<file path="config.mk">
export PLATFORM = sky130hd
export DESIGN_NAME = nibble_sub_sequencer
export DESIGN_NICKNAME = d
export VERILOG_FILES = /design/src/rtl/nibble_sub_sequencer.sv
export SDC_FILE = /design/constraint.sdc
export NUM_CORES = 1
export LEC_CHECK = 0
export CAP_MARGIN = 20
export CORE_ASPECT_RATIO = 0.6
export CORE_MARGIN = 5
export CORE_UTILIZATION = 47
export DETAILED_ROUTE_END_ITERATION = 10
export PLACE_DENSITY = 0.83
export SETUP_SLACK_MARGIN = 0.05
export SLEW_MARGIN = 25
export SYNTH_ARGS = -nofsm -noshare
export SYNTH_HDL_FRONTEND = slang
export SYNTH_SLANG_ARGS = --single-unit
</file>
<file path="constraint.sdc">
create_clock -name clk -period 2.1 [get_ports clk]
set_input_delay 0.42 -clock clk [delete_from_list [all_inputs] [get_ports clk]]
set_output_delay 0.42 -clock clk [all_outputs]
set_load 0.05 [all_outputs]
</file>
<file path="src/rtl/nibble_sub_sequencer.sv">
// nibble_sub_sequencer: 16-bit a-b-bin, one nibble per cycle on an external 4-bit subtractor
//   clk, rst (sync, active-high)
//   in_valid/in_ready, op_a, op_b, op_bin   : operand handshake
//   out_valid/out_ready, res_diff, res_bout : result handshake (held in DONE)
//   sub_a, sub_b, sub_in_borrow             : drive to external subtractor (0 outside RUN)
//   sub_difference, sub_out_borrow          : combinational return from external subtractor
//   SUB_SEQ_FLAGS_EN adds res_zero and res_ovf, captured on the final RUN edge
module nibble_sub_sequencer (
  input  logic        clk,
  input  logic        rst,
  input  logic        in_valid,
  output logic        in_ready,
  input  logic [15:0] op_a,
  input  logic [15:0] op_b,
  input  logic        op_bin,
  output logic        out_valid,
  input  logic        out_ready,
  output logic [15:0] res_diff,
  output logic        res_bout,
  output logic [3:0]  sub_a,
  output logic [3:0]  sub_b,
  output logic        sub_in_borrow,
  input  logic [3:0]  sub_difference,
  input  logic        sub_out_borrow
`ifdef SUB_SEQ_FLAGS_EN
  ,
  output logic        res_zero,
  output logic        res_ovf
`endif
);
  typedef enum logic [1:0] {IDLE, RUN, DONE} state_t;
  state_t      state;
  logic [15:0] a_q, b_q;
  logic        bin_q, brw;
  logic [1:0]  idx;
  logic        run;
  assign run           = state == RUN;
  assign in_ready      = state == IDLE && !rst;
  assign out_valid     = state == DONE;
  assign sub_a         = run ? a_q[{idx, 2'b00} +: 4] : 4'h0;
  assign sub_b         = run ? b_q[{idx, 2'b00} +: 4] : 4'h0;
  assign sub_in_borrow = run && (idx == 2'd0 ? bin_q : brw);
  always_ff @(posedge clk) begin
    if (rst) begin
      state    <= IDLE;
      idx      <= 2'd0;
      brw      <= 1'b0;
      a_q      <= 16'h0;
      b_q      <= 16'h0;
      bin_q    <= 1'b0;
      res_diff <= 16'h0;
      res_bout <= 1'b0;
`ifdef SUB_SEQ_FLAGS_EN
      res_zero <= 1'b0;
      res_ovf  <= 1'b0;
`endif
    end else begin
      case (state)
        IDLE: if (in_valid) begin
          a_q   <= op_a;
          b_q   <= op_b;
          bin_q <= op_bin;
          idx   <= 2'd0;
          state <= RUN;
        end
        RUN: begin
          res_diff[{idx, 2'b00} +: 4] <= sub_difference;
          brw <= sub_out_borrow;
          idx <= idx + 2'd1;
          if (idx == 2'd3) begin
            res_bout <= sub_out_borrow;
            state    <= DONE;
`ifdef SUB_SEQ_FLAGS_EN
            // top nibble is still arriving, so build the final word here
            res_zero <= {sub_difference, res_diff[11:0]} == 16'h0;
            res_ovf  <= (a_q[15] ^ b_q[15]) & (sub_difference[3] ^ a_q[15]);
`endif
          end
        end
        DONE: if (out_ready) state <= IDLE;
        default: state <= IDLE;
      endcase
    end
  end
endmodule

</file>
==> metrics.md, run 1 <==
| Metric | Value |
|---|---|
| Met1 Use GR | 24.78% |
| Met2 usage | 29.40% |
| Design Area, Final | approximately 3400 um^2 |
| Req. time, crit path | between 1.5 and 2 ns |
| Largest net degree at the start of global routing | 37 |
| Placed inst area | ~3100 um^2 |
| Peak VDD IR | roughly 410 uV |
| Crit Path Max Fanout | 5 |
| Synthesis Warnings | 0 |
| Post-synth EDFFs | 0 |
| Core area | 4980 um^2 |
| Via count | just over 2,000 |
| Top-count cell post-synth | nand2_1 |
| # H-tree levels | 2 |
| Crit path top cell by count | buf_6 |
| Final ANT Viol Nets | 0 |
| DRC | 0 |
| Via-to-Cell Ratio | 5.155 |
| DIE WIDTH | approximately 100 um |
| Die area | 6609 um^2 |
| Cells after synthesis | 258 |
| Initial antenna violation count | 0 |
| Worst path slowest cell | mux4_2 |
| HP Class | flop to flop |
| Syn nets | approximately 310 |
| Crit path time final | 2.031 ns |
| Busiest grt layer | met2 |
| First-pass GRT wire length | 9.556 mm |
| Inst Count DP | 386 |
| Min Hold Slack | between 0.4 and 0.5 ns |
| Top post-synthesis cells by area | dfxtp_1, nand2_1, a21oi_1 |
| Run status | completed |
| Post-synthesis cell area | 2370 um^2 |
| Pwr Density | 674.2 nW/um^2 |
| Gr ovfl total | 0 |
| Initial DRC count | 48 |
| FP Rows | 20 |
| Slew @ Worst Pin | 0.5180 ns |
| LEAKAGE | 1.282 nW |
| Nets | 381 |
| Final setup viols | 0 |
| Layout cells sized above 1 | 18.51% |
| Worst-Skew Late Latency | ~0.31 ns |
| Crit-path max cell delay | approximately 0.50 ns |
| Predominant post-synthesis flop cell | dfxtp_1 |
| Ant diodes | 0 |
| Post-synth top cells | nand2_1, dfxtp_1, a21oi_1, a22o_1, inv_1 |
| Crit path cell chain | buf_6 > mux4_2 > and2_4 > buf_6 |
| Initial Utilization | a little under half |
| Post-Route WL | 6.061 mm |
| # IOs | 70 |
| Post-DP HPWL | 4.422 mm |
| Synth async-reset ratio | 0% |
| Die height | 65 um |
| Hold Fails Final Rpt | 0 |
| Unrepaired setup endpoints after global routing | yes |
| CTS max path bufs | 2 |
| Met3 GRT Util | 4.409% |
| Clock root buffer | clkbuf_8 |
| Vias in the first global route | a little over 2,000 |
| Delay-heaviest family, CP | multiplexers |
| GRT Overall Usage | between 15 and 20% |
| CP Capture Type | output port |
| Post-Synthesis Mean Instance Area | just over 9 um^2 |
| Period utilization | 96.74% |
| Port Buffers | between 60 and 70 |
| Sequential fraction of the synthesis area | 46.46% |
| Clock transition at the registers of the reported paths | 0.09 ns |
| Area Growth Syn to Fin | 41.82% |
| Cell variety after synth | 28 |
| First drt pass iteration count | 4 |
| Post-Route Setup TNS | 0 ns |
| Final GP Congestion | ~0.80 |
| CP Buf/Inv Count | 2 |
| CTS Buf Count | 5 |
| Clock skew | a little under 0.004 ns |
| Max Transition Viols Final | 0 |
| CTS tree | yes |
| Fin cells | 401 |
| Synth top area share | a little under half |
| Max Cap Viol | 0 |
| Total Power | 2.266 mW |
| Rel. slew slack | 65.36% |
| Fmax | 492.3 MHz |
| Synth area leader | dfxtp_1 |
| Crit Path Category | flop to output port |
| Startpoint types | flop |
| Routed WL per cell | ~15 um |
| Register bit total from synthesis | 55 |
| Critical path data arrival time | 1.61 ns |
| Clock sink count | 55 |
==> cells in the final DEF, fill, tap and decap left out, types with 3 or more instances in the layout <==
| cell | netlist | routed |
|---|---|---|
| a22o_1 | 12 | 12 |
| buf_4 | 1 | 17 |
| dfxtp_1 | 55 | 52 |
| nor2b_1 | 5 | 5 |
| buf_6 | 3 | 8 |
| and2_4 | 0 | 6 |
| nand2_1 | 71 | 71 |
| nand3_1 | 3 | 3 |
| clkdlybuf4s50_1 | 0 | 57 |
| mux4_2 | 8 | 8 |
| nor4_4 | 3 | 3 |
| nand3b_1 | 3 | 3 |
| a21oi_1 | 41 | 41 |
| o32ai_1 | 4 | 4 |
| ha_1 | 5 | 4 |
| inv_1 | 11 | 10 |
| clkbuf_8 | 0 | 6 |
==> logic make-up (layout without fill, tap and decap cells) <==
| family | Yosys count | in the layout | synth area share [%] |
|---|---|---|---|
| DFF | 55 | 55 | 46.46 |
| AOI/OAI and AO/OA | 58 | 58 | 14.89 |
| buffers and inverters | 27 | 104 | 5.755 |
| and+or+nand+nor | 104 | 104 | 22.23 |
| adders and majority gates | 5 | 5 | 2.640 |
| muxes | 9 | 9 | 8.025 |
==> cell type report <==
class / count / area [um^2]
Clock inverter: 2 / 35.03
Timing Repair Buffer: 85 / 833.3
Fill cell: 385 / 1619
Sequential cell: 55 / 1107
Multi-Input combinational cell: 176 / 1175
Tap cell: 66 / 82.58
Clock buffer: 6 / 82.58
Inverter: 11 / 45.04
==> per-stage QoR <==
stage / worst slack [ns] / util [%]
after global placement: 0.3055 / 62.69
after global routing: 0.004936 / 67.49
after CTS: 0.03580 / 65.88
after floorplan: 0.1510 / -
after detailed placement: 0.2472 / 62.69
final: 0.06851 / 67.49
==> worst paths after layout <==
kind / slack, ns / start / depth (start not counted) / to
setup reg to reg: 0.18 / idx[0] / 7 / res_diff[10]
setup / recovery: 0.07 / idx[0] / 4 / sub_a[1]
hold reg to reg: 0.46 / b_q[9] / 2 / b_q[9]
hold / removal: 0.46 / b_q[9] / 2 / b_q[9]
==> worst reg2reg max path: stages (launching register included) <==
cell and delay, ns:
dfxtp_2 0.35, buf_6 0.14, clkinvlp_4 0.14, buf_4 0.16
ha_1 0.36, inv_1 0.14, nor4_4 0.37, a22o_1 0.21
==> per-layer routing <==
layer | part of all wire (%) | up-vias
li1 | - | 1029
met1 | 46 | 962
met2 | 46 | 64
met3 | 6.4 | 12
met4 | 1.6 | 0
met5 | 0 | -
==> power breakdown <==
part           leakage (nW)  switching [mW]  internal [mW]
Sequential            0.451          0.0315           1.09
Clock                0.0612           0.338          0.386
Combinational         0.770           0.215          0.203
Total                  1.28           0.584           1.68
==> flip-flops by register name (all words and copies together), names as in the netlist <==
name	count
a_q	16
b_q	16
res_diff	16
idx	2
state	2
bin_q	1
brw	1
res_bout	1
==> repair_timing <==
item | in CTS | in global routing
buffers inserted | 0 | 7
gates resized for setup | 14 | 8
gates cloned | 0 | 0
endpoints found under the setup margin | 9 | 9
pin swaps | 0 | 0
hold buffers | 0 | 0
Power figures use the tool's default switching activity.
==> run 2: changes to the inputs <==
- CAP_MARGIN: 20 -> default
- CORE_UTILIZATION: 47 -> 25
- PLACE_DENSITY: 0.83 -> 0.51
- SETUP_SLACK_MARGIN: 0.05 -> default
==> run 2 against run 1 <==
Sequential power about the same. Cell count grew 16%. Die area grew 75%. Critical endpoint is now sub_a[0]. Largest cell class unchanged. Largest power group unchanged.
==> metrics.md, run 2 (synthesis gave the netlist of run 1 again) <==
| Metric | Value |
|---|---|
| Vias in the first global route | 2,034 (-0.93%) |
| Worst path slowest cell | mux4_2 |
| Rel. slew slack | 65.77% (+0.40 points) |
| Worst-Skew Late Latency | 0.28 ns (-0.03 ns) |
| Slew @ Worst Pin | 0.5119 ns (-0.006052 ns) |
| DP Worst Slack | 0.2821 ns (+0.03487 ns) |
| Post-DP HPWL | 5.016 mm (+13%) |
| Design Area, Final | 3506 um^2 (+4.3%) |
| Area Growth Syn to Fin | 47.94% |
| Crit Path Category | flop to output port |
| Clock skew | 0.004011 ns (+0.0001503 ns) |
| DIE WIDTH | 135.7 um (+33%) |
| HP Class | flop to flop |
| Initial Utilization | 25.70% (-22 points) |
| Inst Count DP | 453 (+17%) |
| Commonest non-fill, non-tap cell in the layout | nand2_1 |
| Initial DRC count | 118 (+150%) |
| CTS Buf Count | 5 (unchanged) |
| Max Cap Viol | 0 (unchanged) |
| CP Buf/Inv Count | 2 (unchanged) |
| Ant diodes | 0 (unchanged) |
| FP Rows | 27 (+35%) |
| Pwr Density | 712.5 nW/um^2 (+5.7%) |
| CTS max path bufs | 2 (unchanged) |
| Die height | 85.42 um (+31%) |
| Fin cells | 466 (+16%) |
| Critical path data arrival time | 1.61 ns (about the same) |
| Clock sink count | 55 (unchanged) |
| Total Power | 2.498 mW (+10%) |
| Biggest regs | a_q (16), b_q (16), res_diff (16) |
| GRT Overall Usage | 11.70% (-6.7 points) |
| Final GP Congestion | 0.7098 (-11%) |
| Req. time, crit path | 1.68 ns (about the same) |
| Fmax | 491.7 MHz (-0.11%) |
| Crit-path max cell delay | 0.49 ns (about the same) |
| Layout fillers | 922 (+140%) |
| CP Capture Type | output port |
| First drt pass iteration count | 4 (unchanged) |
| Peak VDD IR | 336.3 uV (-18%) |
| Via count | 2,030 (-1.8%) |
| Most frequent cells in the layout | nand2_1, clkdlybuf4s50_1, dfxtp_1, a21oi_1, buf_4 |
| # H-tree levels | 2 (unchanged) |
| First-pass GRT wire length | 10.78 mm (+13%) |
| Gr ovfl total | 0 (unchanged) |
| Clock transition at the registers of the reported paths | 0.07 ns (-0.02 ns) |
| Largest net degree at the start of global routing | 37 (unchanged) |
| Layout cells sized above 1 | 16.07% (-2.4 points) |
| Initial antenna violation count | 0 (unchanged) |
| Port Buffers | 69 (unchanged) |
| Routed WL per cell | 14.34 um (-5.1%) |
| Final ANT Viol Nets | 0 (unchanged) |
| DRC | 0 (unchanged) |
| Startpoint types | flop |
| Delay-heaviest family, CP | multiplexers |
| Crit path top cell by count | buf_6 |
| CTS tree | yes |
| Final setup viols | 0 (unchanged) |
| Crit path cell chain | buf_6 > mux4_2 > and2_1 > buf_6 |
| LEAKAGE | 1.315 nW (+2.6%) |
| Clock root buffer | clkbuf_16 |
| Hold Fails Final Rpt | 0 (unchanged) |
| Crit Path Max Fanout | 4 (-1) |
| Max Transition Viols Final | 0 (unchanged) |
| # IOs | 70 (unchanged) |
| Nets | 382 (+0.26%) |
| Crit path time final | 2.034 ns (+0.002141 ns) |
| Via-to-Cell Ratio | 4.356 (-15%) |
| Post-CTS Hold Buffers | 0 (unchanged) |
| Post-Route WL | 6.681 mm (+10%) |
| Run status | completed |
| Die area | 11,590 um^2 (+75%) |
| Core area | 9223 um^2 (+85%) |
| Fin worst setup slack | 0.06637 ns (-0.002141 ns) |
| Period utilization | 96.84% (+0.10 points) |
| Placed inst area | 3237 um^2 (+3.7%) |
## run 2: cell types whose count changed in the layout (fill, tap and decap cells not counted), moves of 2 or more
cell | before | now
and2_1 | 2 | 8
and2_4 | 6 | 0
buf_4 | 17 | 19
buf_6 | 8 | 4
clkbuf_16 | 0 | 6
clkbuf_8 | 6 | 1
## run 2: metal layers
layer | share of wire, % | vias up | GRT usage (%) | routed length (um)
met3 | 6.3 | 2 | 3.318 | 424
met5 | 0 | - | 0 | 0
li1 | - | 1028 | - | -
met4 | 0.55 | 0 | 2.196 | 37
met2 | 39 | 58 | 15.61 | 2600
met1 | 54 | 942 | 18.35 | 3619
## run 2: repair_timing
item,CTS,global route
resized for setup,2,9
endpoints found under the hold margin,0,0
setup endpoints to repair,5,7
gates cloned,0,1
setup buffers,0,4
## run 2: cell type report
class / count / area [um^2] / area share (%)
Timing Repair Buffer: 86 / 863.3 / 24.63
Tap cell: 130 / 162.7 / 4.640
Multi-Input combinational cell: 176 / 1159 / 33.05
Clock buffer: 6 / 138.9 / 3.961
Inverter: 11 / 41.29 / 1.178
Sequential cell: 55 / 1106 / 31.55
Clock inverter: 2 / 35.03 / 0.9993
## run 2: path summary, 6_finish.rpt
path	to	start	slack, ns	cells after the start
min	a_q[5]	a_q[5]	0.45	2
min reg2reg	a_q[5]	a_q[5]	0.45	2
max	sub_a[0]	idx[0]	0.07	4
max reg2reg	res_diff[11]	idx[0]	0.31	6
## run 2: report_power, final
group | total, mW | leakage [nW] | switching (mW) | internal (mW)
registers | 1.12 | 0.450 | 0.0265 | 1.09
clock network | 0.952 | 0.0868 | 0.359 | 0.593
logic | 0.427 | 0.778 | 0.222 | 0.204
total | 2.50 | 1.32 | 0.608 | 1.89
## run 2: tightest hold or removal path: stages (launching register included)
cell and delay, ns:
dfxtp_1 0.31, nand2_1 0.05, a21oi_1 0.05
## run 2: per-stage QoR
stage / setup TNS, ns / utilization [%] / hold WS (ns)
after floorplan: 0 / - / 0.4331
after global placement: 0 / 35.10 / 0.4387
after detailed placement: 0 / 35.10 / 0.4450
after CTS: 0 / 37.04 / 0.4545
after global routing: -0.002556 / 38.01 / 0.4684
final: 0 / 38.01 / 0.4533
==> run 3: changes to the inputs <==
- HOLD_SLACK_MARGIN: default -> 0.15
==> results of run 3 <==
Final layout, timing and power as in run 2 (identical DEF).
